File: src/rtl/mul_hilo_seq.sv
// mul_hilo_seq: sequencer and HI/LO register stage around the mul_32 multiplier.
//
// A start request in IDLE captures op_a/op_b onto mul_a/mul_b. They stay
// constant while the multiplier settles for MUL_LATENCY cycles. The 64-bit
// product is then loaded into the architectural HI/LO registers and done
// pulses for one cycle. MTHI/MTLO writes are accepted only in IDLE. While a
// multiply is in flight, a pipeline request that touches HI/LO raises stall.
//
// Optional build macro: MUL_OVF_EN adds the ovf output (product does not fit
// in 32 signed bits).
//
// Ports:
//   clock            rising-edge clock
//   clear            asynchronous reset, active low
//   start            multiply request, honoured only in IDLE
//   op_a, op_b       signed operands
//   mul_a, mul_b     held operands driven to mul_32
//   mul_hi, mul_lo   product returned by mul_32
//   hi_in, hi_we     MTHI data / enable
//   lo_in, lo_we     MTLO data / enable
//   rd_req           MFHI/MFLO read in decode
//   hi_out, lo_out   architectural HI / LO
//   busy             multiply in flight
//   done             one-cycle pulse after HI/LO load from product
//   stall            pipeline hold request
//   ovf              (MUL_OVF_EN only) product overflowed 32 signed bits
//
// CNT_W must satisfy 2**CNT_W > MUL_LATENCY so the terminal count is reachable.
//
// state   | meaning
// --------+-----------------------------------------------------------
// IDLE    | waiting for start; MTHI/MTLO writes accepted
// RUN     | operands held, counting the multiplier settling interval
// CAPTURE | product valid; HI/LO load on the next edge

module mul_hilo_seq #(
    parameter int MUL_LATENCY = 34,
    parameter int CNT_W       = 6
) (
    input  logic        clock,
    input  logic        clear,
    input  logic        start,
    input  logic [31:0] op_a,
    input  logic [31:0] op_b,
    output logic [31:0] mul_a,
    output logic [31:0] mul_b,
    input  logic [31:0] mul_hi,
    input  logic [31:0] mul_lo,
    input  logic [31:0] hi_in,
    input  logic        hi_we,
    input  logic [31:0] lo_in,
    input  logic        lo_we,
    input  logic        rd_req,
    output logic [31:0] hi_out,
    output logic [31:0] lo_out,
    output logic        busy,
    output logic        done,
    output logic        stall
`ifdef MUL_OVF_EN
   ,output logic        ovf
`endif
);

    typedef enum logic [1:0] {
        IDLE    = 2'd0,
        RUN     = 2'd1,
        CAPTURE = 2'd2
    } state_t;

    state_t           state;
    state_t           state_nxt;
    logic [CNT_W-1:0] count;
    logic             last_cycle;

    assign last_cycle = (count == CNT_W'(MUL_LATENCY - 1));

    // State register
    always_ff @(posedge clock or negedge clear) begin
        if (!clear) begin
            state <= IDLE;
        end else begin
            state <= state_nxt;
        end
    end

    // Next-state logic
    always_comb begin
        state_nxt = state;
        case (state)
            IDLE:    if (start) state_nxt = RUN;
            RUN:     if (last_cycle) state_nxt = CAPTURE;
            CAPTURE: state_nxt = IDLE;
            default: state_nxt = IDLE;
        endcase
    end

    // Outputs decoded from the registered state
    always_comb begin
        busy  = (state != IDLE);
        stall = busy & (rd_req | hi_we | lo_we);
    end

    // Datapath: operand hold, settling counter, HI/LO registers.
    // A write that coincides with an accepted start lands now and is simply
    // overwritten by the product at capture.
    always_ff @(posedge clock or negedge clear) begin
        if (!clear) begin
            count  <= '0;
            mul_a  <= '0;
            mul_b  <= '0;
            hi_out <= '0;
            lo_out <= '0;
            done   <= 1'b0;
        end else begin
            done <= 1'b0;
            case (state)
                IDLE: begin
                    if (start) begin
                        mul_a <= op_a;
                        mul_b <= op_b;
                        count <= '0;
                    end
                    if (hi_we) hi_out <= hi_in;
                    if (lo_we) lo_out <= lo_in;
                end
                RUN: begin
                    count <= count + CNT_W'(1);
                end
                CAPTURE: begin
                    hi_out <= mul_hi;
                    lo_out <= mul_lo;
                    done   <= 1'b1;
                end
                default: ;
            endcase
        end
    end

`ifdef MUL_OVF_EN
    // Product fits in 32 signed bits only if HI is the sign extension of LO.
    always_ff @(posedge clock or negedge clear) begin
        if (!clear) begin
            ovf <= 1'b0;
        end else begin
            case (state)
                IDLE:    if (start | hi_we | lo_we) ovf <= 1'b0;
                CAPTURE: ovf <= (mul_hi != {32{mul_lo[31]}});
                default: ;
            endcase
        end
    end
`endif

endmodule

File: config.mk
export PLATFORM = sky130hd
export DESIGN_NAME = mul_hilo_seq
export DESIGN_NICKNAME = d
export VERILOG_FILES = /design/src/rtl/mul_hilo_seq.sv
export SDC_FILE = /design/constraint.sdc
export NUM_CORES = 1
export LEC_CHECK = 0
export BUFFER_PORTS_ARGS = -buffer_cell sky130_fd_sc_hd__clkbuf_2
export CORE_AREA = 4 4 124 126
export CTS_CLUSTER_SIZE = 28
export DETAILED_ROUTE_END_ITERATION = 8
export DIE_AREA = 0 0 128 130
export GPL_TIMING_DRIVEN = 1
export PLACE_DENSITY = 0.76
export SLEW_MARGIN = 20
export SYNTH_ARGS = -nofsm -noshare
export SYNTH_HDL_FRONTEND = slang
export SYNTH_SLANG_ARGS = --single-unit
File: constraint.sdc
create_clock -name clock -period 4.56 [get_ports clock]
set_clock_uncertainty 0.2 [all_clocks]
set_input_delay 0.456 -clock clock [delete_from_list [all_inputs] [get_ports clock]]
set_output_delay 0.456 -clock clock [all_outputs]
set_load 0.03 [all_outputs]
# Word-level counts from Yosys, hierarchy flattened
# Index checks and enable logic that the tools add are counted.
# Widths: inputs -> output; s select.
op_classes:
  n_addsub: 1
  n_reduce_logical: 9
  n_eq_ne: 7
  mux: 10
  bitwise_logic: 3
op_table:
  columns: ["cell", "count"]
  rows:
  - ["$pmux 32 s2", 2]
  - ["$mux 32", 2]
  - ["$pmux 6 s2", 1]
  - ["$reduce_and 2->1", 5]
  - ["$ne 2x2->1 const B", 4]
  - ["$add 6x1->6 const B", 1]
  - ["$eq 6x6->1 const B", 1]
  - ["$mux 6", 1]
  - ["$reduce_bool 2->1", 3]
  - ["$mux 2", 2]
  - ["$pmux 2 s2", 1]
  - ["$eq 2x1->1 const B", 1]
  - ["$eq 2x2->1 const B", 1]
  - ["$logic_not 2->1", 1]
  - ["$or 1x1->1", 2]
  - ["$and 1x1->1", 1]
  - ["$mux 1", 1]
totals:
  register_bits: 137
  out_inout_bits: 131
  wordCells: 37
  in_bits: 198

# Longest topological paths before layout
# Gate-level depths: netlist (run 1).
logic_depth:
  depth_word: 3
  mapped_depth: 5
  mapped_depth_nobuf: 5

# Worst setup path before layout (run 1)
# OpenSTA, ideal clock, no wires.
synth_path:
  kind: "input-to-reg"
  startpoint: "input start"
  endpoint: "register mul_a[0]"
  cell_stages: 4
  n_path_buf: 2
  setup_time_ns: 0.125
  setup_slack_ns: 2.827
  required_ns: 4.235
  arrival_time_ns: 1.408
  path_cell_list: "or3b_1 buf_2 buf_6 mux2_4"
synth_between:
  elab_chain_len: 1
synth_rtl:
  columns: ["item", "line_no", "source"]
  rows:
  - ["start: declaration", "42", "input logic start,"]
  - ["$reduce_and 2->1 (no source line)", null, null]
  - ["end signal: assignment", "119", "mul_a <= op_a;"]
  - ["end: declaration", "45", "output logic [31:0] mul_a,"]
# No other way between the ends.
# A chain may end at the register's enable or synchronous reset.

# Worst setup path in the final report (run 1)
layout_path:
  startpoint: "register state[1]"
  endpoint: "register hi_out[16]"
layout_between:
  elab_chain_len: 3
  elab_cells_between_ends: 6
  classes_between: "eq/ne (2); mux (1); reduce/logical (3)"
layout_rtl:
  columns: ["item", "line_no", "source"]
  rows:
  - ["start: declaration", "70", "state_t state;"]
  - ["start signal: assignment", "82", "state <= state_nxt;"]
  - ["$eq 2x2->1 / $logic_not 2->1 (equally long branches)", "116", "case (state)"]
  - ["$reduce_bool 2->1 (no source line) / $ne 2x2->1 (equally long branches)", null, null]
  - ["$reduce_and 2->1 (no source line)", null, null]
  - ["end signal: assignment", "123", "if (hi_we) hi_out <= hi_in;"]
  - ["end signal: assignment", "130", "hi_out <= mul_hi;"]
  - ["end: declaration", "54", "output logic [31:0] hi_out,"]
# Parallel ways exist; a longest one is shown, timed or not.

==> flow_metrics.env, run 1 <==
export IMPL_dr_pass1_iters=4
export IMPL_p_per_area_mw_per_mm2=775.7
export IMPL_setup_ws_ps=2084
export IMPL_vias_per_cell=4.698
export IMPL_crit_path_start_kind="flip-flop"
export IMPL_reg2reg_slack_ps=2080
export IMPL_r2r_end="hi_out[16]"
export IMPL_setup_viol=0
export IMPL_post_route_period_util_pct=54.30
export IMPL_yosysUniqueCellTypes=26
export IMPL_ctsResizeCount=0
export IMPL_regArea_mm2=0.003428
export IMPL_syn_cell_area_mm2=0.005981
export IMPL_hold_path_startpoint="op_b[4]"
export IMPL_drv_cap=0
export IMPL_hold_buffers=1
export IMPL_wl_um=16200
export IMPL_drt_iter0_drc=188
export IMPL_power_internal_mw=3.696
export IMPL_cts_tree="built"
export IMPL_swShare_pct=43.20
export IMPL_place_gp_congestion=0.8025
export IMPL_slew_headroom_pct=35.15
export IMPL_min_to="mul_b[4]"
export IMPL_r2r_start="state[1]"
export IMPL_clk_transition_reported_paths_ps=70
export IMPL_critPathMaxFanout=42
export IMPL_ant_nets=0
export IMPL_numPortBuffers=328
export IMPL_final_common_cell="clkbuf_2"
export IMPL_drive_gt1_share_pct=54.85
export IMPL_die_x_um=128
export IMPL_area_growth_pct=40.27
export IMPL_core_area_mm2=0.01431
export IMPL_hold_class="input port to flip-flop"
export IMPL_pwr_share_seq_pct=33.3
export IMPL_ys_seq_elements=137
export IMPL_drc=0
export IMPL_fillers=1179
export IMPL_dp_hpwl_um=12340
export IMPL_clk_latency_ps=410
export IMPL_peakVddDrop_uv=313.1
export IMPL_cts_setup_buffers=0
export IMPL_hold_viol=0
export IMPL_synth_nets=653
export IMPL_end_kind="flip-flop"
export IMPL_holdPathStages=2
export IMPL_vias=4599
export IMPL_clkSinkCount=137
export IMPL_drv_slew=0
export IMPL_syn_inst=453
export IMPL_antenna_found_initial=0
export IMPL_pre_cts_ws_ps=2082
export IMPL_wl_met2_um=8297
export IMPL_cts_root_buf="clkbuf_16"
export IMPL_crit_type="flip-flop to flip-flop"
export IMPL_synth_avg_cell_area_um2=13.20
export IMPL_layout_common_cells="327 x clkbuf_2, 137 x dfrtp_1, 69 x nand2_1"
export IMPL_numCtsBuffers=17
export IMPL_cts_buffer_depth=2
export IMPL_cp_required_ps=4630
export IMPL_wl_met1_um=6303
export IMPL_io_pin_count=329
export IMPL_switchingPower_mw=2.811
export IMPL_rsz0062_at_grt="false"
export IMPL_r2r_worst_path_cells=4
export IMPL_pwr_share_clk_pct=21.5
export IMPL_nNetsFinal=980
export IMPL_tightestPinTransition_ps=970.7
export IMPL_die_area_mm2=0.01664
export IMPL_ys_warn_count=0
export IMPL_yosysSeqAreaShare_pct=57.32
export IMPL_grt_pass1_vias=4656
export IMPL_grt_max_degree=103
export IMPL_status="complete, no violations"
export IMPL_num_rows=44
export IMPL_grt_util_all_layers_pct=19.03
export IMPL_worst_hold_slack_ps=68.97
export IMPL_crit_arrival_ps=2550
export IMPL_wl_met3_um=1328
export IMPL_combPwrFrac_pct=45.2
export IMPL_die_y_um=130
export IMPL_fin_crit_ps=2476
export IMPL_initial_core_util_pct=41.78
export IMPL_fmax_mhz=403.9
export IMPL_finalSetupTns_ps=0
export IMPL_top_layer="met4"
export IMPL_p_leak_nw=4.431
export IMPL_cts_htree_levels=4
export IMPL_grt_overflow=0
export IMPL_multi_input_area_mm2=0.002402
export IMPL_grt_pass1_wl_um=24440
export IMPL_wl_per_cell_um=16.54
## registers in the layout, summed over array words and instances (netlist names)
| name | count |
|---|---|
| hi_out | 32 |
| state | 2 |
| count | 6 |
| mul_a | 32 |
| done | 1 |
| mul_b | 32 |
| lo_out | 32 |
## synthesized netlist by cell type
| library cell | instances | area [um^2] |
|---|---|---|
| dfrtp_1 | 137 | 3428 |
| a21oi_1 | 2 | 10.01 |
| and2_1 | 1 | 6.260 |
| mux2_4 | 63 | 945.9 |
| inv_1 | 1 | 3.750 |
| nor2b_1 | 2 | 12.51 |
| o21ai_0 | 58 | 290.3 |
| o21a_1 | 1 | 7.510 |
| and3_1 | 1 | 6.260 |
| nand4_1 | 3 | 18.77 |
| or2_2 | 1 | 6.260 |
| nand2b_1 | 1 | 6.260 |
| nor4_1 | 1 | 6.260 |
| buf_6 | 7 | 78.83 |
| ha_1 | 2 | 25.02 |
| nand3_1 | 2 | 10.01 |
| buf_4 | 6 | 45.04 |
| clkbuf_1 | 12 | 45.04 |
| or3b_1 | 1 | 8.760 |
| o31a_1 | 1 | 8.760 |
| mux2i_1 | 67 | 670.6 |
| o21bai_1 | 2 | 15.01 |
| nand2_1 | 69 | 259.0 |
| mux2_2 | 1 | 11.26 |
| buf_2 | 2 | 10.01 |
| o21ai_1 | 9 | 45.04 |
## kinds of logic (layout without fill, tap and decap cells)
family          after synthesis  in the layout  share of synthesized area (%)
simple gates                 82             82                          5.691
compound gates               73             73                          6.297
fa+ha+maj                     2              2                         0.4183
flops                       137            137                          57.32
mux                         131            131                          27.22
other cells                   0              2                              0
buf+inv                      28            368                          3.054
## power groups by stage
stage	clock network (mW)	logic, mW	registers, mW
final	1.40	2.94	2.17
after detailed placement	0	2.98	2.18
after CTS	1.43	2.99	2.17
after global routing	1.49	3.13	2.23
after floorplan	0	0.940	3.26
after global placement	0	2.93	2.15
## final cells by class
class                      count  share of cell area [%]
sequential                   137                   40.87
multi-input combinational    288                   28.64
timing repair buffer         335                   20.45
clock buffer                  17                   5.071
tap                          184                   2.744
clock inverter                15                   2.133
antenna                        2                 0.05966
inverter                       1                 0.04474
## worst max path at each step
stage | from | endpoint | slack, ps | cells after the start
floorplan | start | mul_a[0] | 2830 | 4
global placement | state[1] | hi_out[16] | 2150 | 4
detailed placement | state[1] | hi_out[16] | 2080 | 4
CTS | state[1] | hi_out[16] | 2080 | 4
global route | state[1] | hi_out[16] | 1930 | 4
finish | state[1] | hi_out[16] | 2080 | 4
## metrics by stage
stage	utilization [%]	instances	total power [mW]	instance area, um^2
global placement	54.28	944	5.081	7770
detailed placement	54.28	944	5.153	7770
floorplan	-	453	4.199	5981
CTS	58.58	977	6.590	8384
finish	58.61	979	6.508	8389
global route	58.58	977	6.858	8384
## metal layers
metal | up-vias | global-route usage, %
li1 | 2247 | -
met1 | 2129 | 22.28
met2 | 205 | 32.93
met3 | 18 | 5.649
met4 | 0 | 7.678
met5 | - | 0
## critical path: stages, from the launching register on
cell     delay [ps]
dfrtp_1         520
nor2b_4         870
buf_12          360
mux2i_1         260
o21ai_0          90
Note: power is estimated with default switching activity, not from simulation.
==> inputs of run 2 (changes only) <==
Clock period 4.56 ns to 2.37 ns, I/O delays scaled along.
==> run 2 against run 1 <==
Against the previous run: first-iteration DRC count rose by 39%; power increased by 98%; largest cell class is now non-clock buffers; core utilization grew 14 points; clock-buffer cell count grew 2; critical endpoint is now hi_out[11]; global-route usage grew 7.8 points; combinational power up 110%; cell area increased by 24%; flip-flop and latch count did not move; via count increased by 26%; final cell count grew 20%; critical path depth is 2 higher; maximum frequency is 8.4% higher.
==> flow_metrics.env, run 2 (synthesis results as in run 1) <==
export IMPL_status="complete, no violations"
export IMPL_postPlaceCellArea_mm2=0.007890
export IMPL_cp_slowest_cell="dlygate4sd3_1"
export IMPL_vias_per_cell=4.924
export IMPL_dr_pass1_iters=5
export IMPL_end_kind="flip-flop"
export IMPL_total_power_mw=12.88
export IMPL_p_leak_nw=5.256
export IMPL_finalSetupTns_ps=0
export IMPL_regArea_mm2=0.003430
export IMPL_drc=0
export IMPL_layout_common_cells="327 x clkbuf_2, 193 x dlygate4sd3_1, 136 x dfrtp_1"
export IMPL_clk_transition_reported_paths_ps=60
export IMPL_wl_per_cell_um=19.34
export IMPL_ant_nets=0
export IMPL_peakVddDrop_uv=541.8
export IMPL_r2r_end="hi_out[11]"
export IMPL_pre_cts_ws_ps=453.4
export IMPL_place_gp_congestion=0.8207
export IMPL_setup_viol=0
export IMPL_grt_pass1_wl_um=34200
export IMPL_wl_um=22760
export IMPL_combPwrFrac_pct=47.7
export IMPL_fillers=924
export IMPL_vias=5795
export IMPL_initial_core_util_pct=41.78
export IMPL_hold_viol=0
export IMPL_grt_overflow=0
export IMPL_pwr_share_seq_pct=33.4
export IMPL_core_area_mm2=0.01431
export IMPL_cp_required_ps=2440
export IMPL_numPortBuffers=328
export IMPL_swShare_pct=44.60
export IMPL_area_growth_pct=73.33
export IMPL_drv_cap=0
export IMPL_cts_root_buf="clkbuf_16"
export IMPL_cts_buffer_depth=2
export IMPL_max_stage_delay_ps=580
export IMPL_reg2reg_slack_ps=90
export IMPL_antenna_found_initial=1
export IMPL_pwr_share_clk_pct=18.9
export IMPL_grt_util_all_layers_pct=26.88
export IMPL_num_rows=44
export IMPL_crit_type="flip-flop to flip-flop"
export IMPL_r2r_worst_path_cells=6
export IMPL_multi_input_area_mm2=0.002402
export IMPL_clk_latency_ps=420
export IMPL_crit_arrival_ps=2360
export IMPL_numCtsBuffers=17
export IMPL_fin_crit_ps=2285
export IMPL_r2r_start="state[1]"
export IMPL_grt_max_degree=65
export IMPL_nNetsFinal=1178
export IMPL_cts_htree_levels=4
export IMPL_p_per_area_mw_per_mm2=1242
export IMPL_setup_ws_ps=85.31
export IMPL_io_pin_count=329
export IMPL_final_common_cell="clkbuf_2"
export IMPL_cts_tree="built"
export IMPL_drive_gt1_share_pct=44.50
export IMPL_drv_slew=0
export IMPL_worst_hold_slack_ps=133.5
export IMPL_die_y_um=130
export IMPL_tightestPinTransition_ps=507.9
export IMPL_crit_path_start_kind="flip-flop"
export IMPL_worstPathCellList="nor2b_4 -> buf_12 -> buf_4 -> mux2i_1 -> dlygate4sd3_1 -> o21ai_0"
export IMPL_die_area_mm2=0.01664
export IMPL_slew_headroom_pct=66.05
export IMPL_critPathMaxFanout=18
export IMPL_switchingPower_mw=5.742
export IMPL_die_x_um=128
export IMPL_fmax_mhz=437.7
export IMPL_grt_pass1_vias=6326
export IMPL_hold_class="input port to asynchronous set/reset pin"
export IMPL_design_area_mm2=0.01037
export IMPL_rsz0062_at_grt="false"
export IMPL_dp_hpwl_um=12620
export IMPL_clkSinkCount=137
export IMPL_power_internal_mw=7.133
export IMPL_post_route_period_util_pct=96.40
export IMPL_drt_iter0_drc=262
-- run 2: cell types whose count changed in the layout (fill, tap and decap cells not counted), sizes merged --
cell / before / now
inv: 11 / 4
clkinvlp: 2 / 5
clkbuf: 344 / 346
bufinv: 2 / 0
buf: 7 / 13
clkinv: 1 / 5
dlygate4sd3: 1 / 193
-- run 2: worst max-delay path: cells and delay by family (launching register included) --
family	cells	cell delay, ps
multiplexers	1	200
buffers and inverters	3	950
AND/OR/NAND/NOR	1	210
flip-flops	1	460
AO/OA/AOI/OAI	1	120
-- run 2: area by class of cell --
cell class,count,share of cell area (%)
antenna,2,0.04828
inverter,1,0.03621
multi-input combinational,288,23.17
clock inverter,13,0.9173
timing repair buffer,533,36.25
tap,184,2.221
sequential,137,33.08
clock buffer,19,4.273
-- run 2: layer usage --
metal	track usage, %	up-vias	routed length (um)
met5	0	-	0
li1	-	2633	-
met2	48.77	318	11990
met3	7.818	62	1712
met1	28.74	2782	8254
met4	12.92	0	806
-- run 2: worst max path at each step --
stage | startpoint | to | cells after the start
after floorplan | state[0] | mul_a[0] | 4
after global placement | state[1] | mul_b[30] | 3
after detailed placement | state[1] | mul_a[8] | 3
after CTS | state[1] | hi_out[20] | 6
after global routing | state[1] | hi_out[11] | 6
final | state[1] | hi_out[11] | 6
-- run 2: per-stage QoR --
stage	instances	utilization, %
2_1_floorplan	453	-
3_3_place_gp	950	55.12
3_5_place_dp	950	55.12
4_1_cts	1175	72.38
5_1_grt	1176	72.40
6_report	1177	72.42
-- run 2: power by group through the flow --
stage	registers (mW)	clock network, mW	logic, mW
floorplan	6.27	0	1.81
global placement	4.17	0	5.62
detailed placement	4.21	0	5.75
CTS	4.20	2.43	6.01
global route	4.41	2.58	6.49
finish	4.30	2.43	6.15
-- run 2: what timing repair did --
item | CTS | global route
setup endpoints to repair | 0 | 11
hold endpoints to repair | 265 | 0
hold buffers | 193 | 0
resized for setup | 0 | 1
buffers inserted | 0 | 0
==> inputs of run 3 (changes only) <==
Settings changed: CELL_PAD_IN_SITES_DETAIL_PLACEMENT set to 0, CELL_PAD_IN_SITES_GLOBAL_PLACEMENT set to 1, CORE_AREA 4 4 124 126 to unset, CORE_MARGIN set to 4, CORE_UTILIZATION set to 34, DIE_AREA 0 0 128 130 to unset, PLACE_DENSITY 0.76 to unset, PLACE_DENSITY_LB_ADDON set to 0.1.
==> run 3 against run 2 <==
Against the previous run: register-to-register slack improved by 90 ps; critical path type unchanged; flip-flop and latch count unchanged; sequential share of layout area is 0.22 points lower; critical endpoint is now hi_out[13]; combinational power fell by 3%.
==> flow_metrics.env, run 3 (synthesis results as in run 1) <==
export IMPL_p_per_area_mw_per_mm2=1238
export IMPL_grt_pass1_vias=5952
export IMPL_hold_path_startpoint="start"
export IMPL_cts_buffer_depth=2
export IMPL_reg2reg_slack_ps=170
export IMPL_rsz0062_at_grt="false"
export IMPL_numCtsBuffers=17
export IMPL_max_stage_delay_ps=590
export IMPL_drv_cap=0
export IMPL_drt_iter0_drc=156
export IMPL_hold_class="input port to flip-flop"
export IMPL_holdPathStages=3
export IMPL_clkSinkCount=137
export IMPL_io_pin_count=329
export IMPL_worst_hold_slack_ps=115.2
export IMPL_numPortBuffers=328
export IMPL_grt_overflow=0
export IMPL_crit_arrival_ps=2260
export IMPL_die_y_um=140.6
export IMPL_num_rows=48
export IMPL_cp_slowest_cell="dlygate4sd3_1"
export IMPL_clk_latency_ps=410
export IMPL_core_area_mm2=0.01730
export IMPL_final_common_cell="clkbuf_2"
export IMPL_antenna_found_initial=1
export IMPL_grt_util_all_layers_pct=19.05
export IMPL_dp_hpwl_um=12740
export IMPL_ant_nets=0
export IMPL_r2r_end="hi_out[13]"
export IMPL_die_x_um=140.6
export IMPL_r2r_worst_path_cells=5
export IMPL_dr_pass1_iters=5
export IMPL_cp_required_ps=2430
export IMPL_initial_core_util_pct=34.58
export IMPL_cts_root_buf="clkbuf_16"
export IMPL_min_to="state[0]"
export IMPL_wl_um=18790
export IMPL_drive_gt1_share_pct=44.38
export IMPL_nNetsFinal=1176
export IMPL_total_power_mw=12.92
export IMPL_p_leak_nw=5.270
export IMPL_multi_input_area_mm2=0.002402
export IMPL_cts_setup_buffers=0
export IMPL_area_growth_pct=74.50
export IMPL_status="complete, no violations"
export IMPL_finalSetupTns_ps=0
export IMPL_slew_headroom_pct=54.60
export IMPL_vias=5418
export IMPL_worstPathCellList="nor2b_4 -> buf_12 -> mux2i_1 -> dlygate4sd3_1 -> o21ai_0"
export IMPL_drc=0
export IMPL_cts_htree_levels=4
export IMPL_grt_pass1_wl_um=30080
export IMPL_clk_transition_reported_paths_ps=50
export IMPL_peakVddDrop_uv=780.6
export IMPL_fin_crit_ps=2197
export IMPL_critPathMaxFanout=37
export IMPL_cts_tree="built"
export IMPL_crit_type="flip-flop to flip-flop"
export IMPL_crit_path_start_kind="flip-flop"
export IMPL_vias_per_cell=4.467
export IMPL_end_kind="flip-flop"
export IMPL_drv_slew=0
export IMPL_fillers=1416
export IMPL_grt_max_degree=65
export IMPL_die_area_mm2=0.01978
export IMPL_layout_common_cells="327 x clkbuf_2, 193 x dlygate4sd3_1, 136 x dfrtp_1"
export IMPL_tightestPinTransition_ps=681.0
export IMPL_regArea_mm2=0.003430
export IMPL_hold_viol=0
export IMPL_fmax_mhz=455.2
export IMPL_setup_viol=0
export IMPL_place_gp_congestion=0.8926
export IMPL_post_route_period_util_pct=92.70
export IMPL_wl_per_cell_um=15.49
export IMPL_r2r_start="state[1]"
[run 3: worst max-delay path by stage]
| stage | startpoint | end | slack, ps | cells past startpoint |
|---|---|---|---|---|
| detailed placement | state[1] | mul_a[16] | 370 | 3 |
| floorplan | state[0] | mul_a[0] | 650 | 4 |
| finish | state[1] | hi_out[13] | 170 | 5 |
| global placement | state[1] | mul_a[12] | 420 | 3 |
| CTS | state[1] | hi_out[29] | 70 | 5 |
| global route | state[1] | hi_out[30] | 60 | 5 |
[run 3: critical path, delay by kind of cell (launching register included)]
family | cells | cell delay (ps)
flops | 1 | 450
simple gates | 1 | 210
buf+inv | 2 | 840
mux | 1 | 240
compound gates | 1 | 80
[run 3: layer usage]
metal	global-route usage (%)	part of all wire (%)	up-vias
li1	-	-	2626
met1	21.25	39	2550
met2	34.00	52	205
met3	5.088	6.8	35
met4	8.567	2.6	2
met5	0	0.10	-
[run 3: what timing repair did]
item	in CTS	in global routing
resized for setup	0	1
endpoints found under the setup margin	0	13
endpoints found under the hold margin	178	0
hold buffers	193	0
[run 3: where the power goes]
part	leakage [nW]	internal, mW	switching [mW]
Sequential	1.66	3.48	0.675
Combinational	3.31	2.26	3.72
Clock	0.301	1.81	0.980
[run 3: cell type report]
class,count,share of cell area (%)
clock inverters,11,1.642
flip-flops and latches,137,32.86
repair buffers,531,35.38
inverters,1,0.03597
diodes,1,0.02398
multi-input cells,288,23.02
well taps,225,2.698
clock buffers,19,4.340
[run 3: metrics by stage]
stage | cells | setup slack [ps] | cell area (um^2) | util, %
after floorplan | 453 | 653.6 | 5981 | -
after global placement | 989 | 416.9 | 7876 | 45.54
after detailed placement | 989 | 367.4 | 7876 | 45.54
after CTS | 1212 | 67.83 | 10430 | 60.32
after global routing | 1212 | 64.27 | 10430 | 60.32
final | 1213 | 173.0 | 10440 | 60.34
